**src/rtl/uart_frame_parser.sv**
```systemverilog
// uart_frame_parser: recovers 5-byte command frames (SYNC, CMD, DATA_HI, DATA_LO, CHK) from a UART byte stream
//   clk, rst       : clock and synchronous active-high reset
//   rx_valid       : one-cycle strobe qualifying rx_byte
//   rx_byte        : received byte
//   cmd_valid      : one-cycle pulse when a frame passes its checksum
//   cmd, cmd_data  : command and {DATA_HI, DATA_LO} of the last verified frame
//   chk_err        : one-cycle pulse on checksum mismatch
//   timeout_err    : one-cycle pulse when a frame stalls between bytes
//   err_count      : saturating count of chk_err and timeout_err events
//   state          : current FSM encoding for debug LEDs
module uart_frame_parser #(
    parameter logic [31:0] TIMEOUT_CLKS = 32'd200_000,
    parameter logic [7:0]  SYNC_BYTE    = 8'hA5
) (
    input  logic        clk,
    input  logic        rst,
    input  logic        rx_valid,
    input  logic [7:0]  rx_byte,
    output logic        cmd_valid,
    output logic [7:0]  cmd,
    output logic [15:0] cmd_data,
    output logic        chk_err,
    output logic        timeout_err,
    output logic [7:0]  err_count,
    output logic [2:0]  state
);
    typedef enum logic [2:0] {
        IDLE    = 3'd0,
        GET_CMD = 3'd1,
        GET_HI  = 3'd2,
        GET_LO  = 3'd3,
        GET_CHK = 3'd4
    } state_t;

    state_t      r_state;
    logic [31:0] r_timer;
    logic [7:0]  r_sh_cmd, r_sh_hi, r_sh_lo;
    logic [7:0]  r_cmd, r_err_count;
    logic [15:0] r_cmd_data;
    logic        r_cmd_valid, r_chk_err, r_timeout_err;
    logic        w_chk_ok, w_timeout, w_err_sat;

    assign w_chk_ok  = (r_sh_cmd ^ r_sh_hi ^ r_sh_lo) == rx_byte;
    assign w_timeout = r_timer == TIMEOUT_CLKS - 32'd1;
    assign w_err_sat = r_err_count == 8'hFF;

    always_ff @(posedge clk) begin
        if (rst) begin
            r_state       <= IDLE;
            r_timer       <= '0;
            r_sh_cmd      <= '0;
            r_sh_hi       <= '0;
            r_sh_lo       <= '0;
            r_cmd         <= '0;
            r_cmd_data    <= '0;
            r_cmd_valid   <= 1'b0;
            r_chk_err     <= 1'b0;
            r_timeout_err <= 1'b0;
            r_err_count   <= '0;
        end else begin
            r_cmd_valid   <= 1'b0;
            r_chk_err     <= 1'b0;
            r_timeout_err <= 1'b0;
            if (r_state == IDLE) begin
                r_timer <= '0;
                if (rx_valid && rx_byte == SYNC_BYTE)
                    r_state <= GET_CMD;
            end else if (rx_valid) begin
                // a byte arriving on the boundary cycle takes priority over the timeout
                r_timer <= '0;
                case (r_state)
                    GET_CMD: begin r_sh_cmd <= rx_byte; r_state <= GET_HI; end
                    GET_HI:  begin r_sh_hi  <= rx_byte; r_state <= GET_LO; end
                    GET_LO:  begin r_sh_lo  <= rx_byte; r_state <= GET_CHK; end
                    GET_CHK: begin
                        r_state <= IDLE;
                        if (w_chk_ok) begin
                            r_cmd       <= r_sh_cmd;
                            r_cmd_data  <= {r_sh_hi, r_sh_lo};
                            r_cmd_valid <= 1'b1;
                        end else begin
                            r_chk_err <= 1'b1;
                            if (!w_err_sat)
                                r_err_count <= r_err_count + 8'd1;
                        end
                    end
                    default: r_state <= IDLE;
                endcase
            end else if (w_timeout) begin
                r_state       <= IDLE;
                r_timer       <= '0;
                r_timeout_err <= 1'b1;
                if (!w_err_sat)
                    r_err_count <= r_err_count + 8'd1;
            end else begin
                r_timer <= r_timer + 32'd1;
            end
        end
    end

    assign cmd_valid   = r_cmd_valid;
    assign cmd         = r_cmd;
    assign cmd_data    = r_cmd_data;
    assign chk_err     = r_chk_err;
    assign timeout_err = r_timeout_err;
    assign err_count   = r_err_count;
    assign state       = r_state;
endmodule

```
**config.mk**
```make
export PLATFORM = sky130hd
export DESIGN_NAME = uart_frame_parser
export DESIGN_NICKNAME = d
export VERILOG_FILES = /design/src/rtl/uart_frame_parser.sv
export SDC_FILE = /design/constraint.sdc
export NUM_CORES = 1
export LEC_CHECK = 0
export CAP_MARGIN = 20
export CORE_MARGIN = 5
export CORE_UTILIZATION = 50
export DETAILED_ROUTE_END_ITERATION = 7
export GPL_TIMING_DRIVEN = 0
export PLACE_DENSITY = 0.77
export SYNTH_ARGS = -nofsm -noshare
export SYNTH_HDL_FRONTEND = slang
export SYNTH_SLANG_ARGS = --single-unit
```
**constraint.sdc**
```tcl
create_clock -name clk -period 2.57 [get_ports clk]
set_input_delay 0.257 -clock clk [delete_from_list [all_inputs] [get_ports clk]]
set_output_delay 0.257 -clock clk [all_outputs]
set_load 0.005 [all_outputs]
```
==> impl_metrics.tcl <==
set metrics [dict create \
    status "completed" \
    fp-row-count 33 \
    ys_seq_area_share_pct 45.9 \
    clock-root-buffer "clkbuf_8" \
    core_mm2 0.00809 \
    firstDrtPassIters 4 \
    synth_fp_nets 473 \
    cp_data_required_time_ns 2.81 \
    clk_latency_ns 0.36 \
    placed_area_mm2 0.00470 \
    setup_violations 0 \
    p_leak_nw 1.81 \
    dr_total_vias 3309 \
    ios 49 \
    synthDistinctLibCells 40 \
    avgViaCountPerCell 5.27 \
    die_y_um 101 \
    ant_nets 0 \
    ctsLongestPathBuffers 2 \
    synth_top_family_by_area "simple AND/OR/NAND/NOR gates" \
    worst-setup-path-type "primary input to flop" \
    tightest_slew_ns 0.642 \
    synthCells 460 \
    routedWlPerCell_um 14.4 \
    post-route-util_pct 60.7 \
    cts_made_buffers 9 \
    syn_to_final_growth_pct 19.7 \
    portBuffers 47 \
    synthXorXnorAreaFrac_pct 11.5 \
    p_total_w 0.00260 \
    antenna_found_initial 0 \
    tns_ns 0 \
    ir_drop_mv 0.405 \
    worstRegToRegCells 7 \
    first_iter_violations 103 \
    cp-start-kind "primary input" \
    diodes 0 \
    postLayoutCellArea_mm2 0.00491 \
    rsz0062_at_grt "no" \
    postCtsSetupBuffers 0 \
    clock_sinks 94 \
    endpoint_kind "flop" \
    grt_pass1_vias 3276 \
    hp-class "primary input to flop" \
    htree_num_levels 3 \
    synth_compound_area_share_pct 6.04 \
    fin_skew_ns 0.0126 \
    drv_cap 0 \
    drive_above_1_share_pct 6.69 \
    start_util_pct 50.7 \
    synthSimpleGateAreaFrac_pct 25.2 \
    max_stage_delay_ns 0.62 \
    fp.dieW_um 101 \
    final_nets 531 \
    clkTransAtPathRegs_ns 0.08 \
    holdBufCountCts 0 \
    crit_chain "clkdlybuf4s50_1 -> xor2_1 -> xnor2_1 -> nand4_1 -> o21ai_2 -> a21boi_0 -> mux2_2" \
    cp_num_cells 7 \
    synth-async-reset-ratio_pct 0 \
    synth_fa_ha_area_share_pct 0.610 \
    grt_pass1_wl_mm 15.0 \
    crit_family "buffers and inverters" \
    slew_headroom_pct 57.1 \
    routabilityCongestion 0.815 \
    slew_viol_final 0 \
    syn_area_mm2 0.00410 \
    place_ws_ns 0.0823 \
    p_per_area_mw_per_mm2 529 \
    gr-total-overflow 0 \
    grt_max_degree 16 \
    synth_warnings 0 \
    slowest_stage "clkdlybuf4s50_1" \
    post-route-min-period_ns 2.15 \
    yosys_register_bits 94 \
    hold_viol 0 \
    fin_crit_sh_pct 83.8 \
    synth_edf_count 0 \
    hpwl_mm 6.60 \
    drt_wl_total_mm 9.03 \
    syn_area_per_cell_um2 8.92 \
    fmax_mhz 464 \
    cts_resized 0 \
    yosys_most_used_dff "dfxtp_1" \
    hold_depth 3 \
    setup_ws_ns 0.417 \
    fillers 731 \
    gr-usage-all-layers_pct 18.4 \
    cp.buffers_inverters 1 \
    crit_path_max_fanout 7 \
    cts_tree "yes" \
    cp.arrival_ns 2.39 \
    die-area_mm2 0.0101 \
    remaining_drc_errors 0 \
    synth_mux_area_share_pct 8.02 \
]
==> power breakdown <==
| part | internal, W | switching [W] | total, W |
|---|---|---|---|
| clock network | 0.000504 | 0.000510 | 0.00101 |
| logic | 0.0000471 | 0.0000702 | 0.000117 |
| registers | 0.00146 | 0.00000749 | 0.00147 |
==> synthesized netlist by cell type (9+ instances only) <==
master    number  share of area (%)
nor2b_1        9                1.4
a21oi_1       28                3.4
mux2i_1       25                6.1
dfxtp_1       94                 46
nand2_1       61                5.6
xor2_1        20                4.3
clkbuf_1      16                1.5
nor2_1        80                7.3
nand3_1       18                2.2
nand4_1       12                1.8
xnor2_1       34                7.3
==> sequential cells by signal, summed over array words and instances (netlist names) <==
signal / flops
cmd: 8
cmd_data: 16
err_count: 8
chk_err: 1
r_timer: 32
state: 3
r_sh_hi: 8
r_sh_cmd: 8
r_sh_lo: 8
cmd_valid: 1
timeout_err: 1
==> logic make-up (layout without fill, tap and decap cells) <==
| kind of cell | count (synthesis) | after routing |
|---|---|---|
| AND/OR/NAND/NOR | 214 | 214 |
| flip-flops | 94 | 94 |
| XOR/XNOR | 54 | 54 |
| AO/OA/AOI/OAI | 40 | 40 |
| multiplexers | 32 | 32 |
| buffers and inverters | 24 | 87 |
| adder cells (fa/ha/maj) | 2 | 2 |
==> final timing paths <==
kind         startpoint           end  slack, ns
min reg2reg  r_timer[0]    r_timer[0]       0.48
max reg2reg  r_timer[0]  err_count[7]       0.45
max          rx_byte[0]  err_count[0]       0.42
min            rx_valid       chk_err       0.35
==> per-layer routing <==
metal	routed length, um	up-vias	GRT usage [%]
met3	372	21	4.36
li1	-	1652	-
met1	3860	1562	21.0
met2	4600	74	32.9
met4	198	0	7.36
met5	0	-	0
==> stage by stage <==
stage	hold WS, ns	std cells
floorplan	0.393	460
global placement	0.445	612
detailed placement	0.463	612
CTS	0.344	628
global route	0.381	628
finish	0.353	628
==> layout make-up <==
type / count / area, um2 / share of cell area, %
timing repair buffer: 47 / 470 / 9.58
clock inverter: 5 / 56.3 / 1.15
multi-input combinational: 342 / 2110 / 42.9
clock buffer: 11 / 151 / 3.08
tap: 105 / 131 / 2.68
buffer: 19 / 93.8 / 1.91
sequential: 94 / 1880 / 38.3
inverter: 5 / 18.8 / 0.382
==> layout by cell type (no fill, tap or decap), drive strengths merged, types with 2 or more instances in the layout <==
| master | synthesis | final |
|---|---|---|
| dfxtp | 94 | 94 |
| nor2 | 80 | 80 |
| nand2 | 61 | 61 |
| clkdlybuf4s50 | 0 | 47 |
| xnor2 | 34 | 34 |
| a21oi | 28 | 28 |
| clkbuf | 16 | 27 |
| mux2i | 25 | 25 |
| xor2 | 20 | 20 |
| nand3 | 19 | 19 |
| nand4 | 13 | 13 |
| nor2b | 9 | 9 |
| mux2 | 7 | 7 |
| and3 | 6 | 6 |
| nor3 | 6 | 6 |
| inv | 5 | 6 |
| nor4 | 6 | 6 |
| a211oi | 4 | 4 |
| nand2b | 4 | 4 |
| buf | 3 | 3 |
| and2 | 2 | 2 |
| and4 | 2 | 2 |
| a21boi | 2 | 2 |
| nor4bb | 2 | 2 |
| ha | 2 | 2 |
| clkinv | 0 | 2 |
| o21ai | 2 | 2 |
==> tightest hold or removal path, delay by kind of cell <==
kind | cells | cell delay [ns]
and+or+nand+nor | 2 | 0.22
buffers and inverters | 1 | 0.17
No activity file was read; power rests on OpenSTA's default activity.
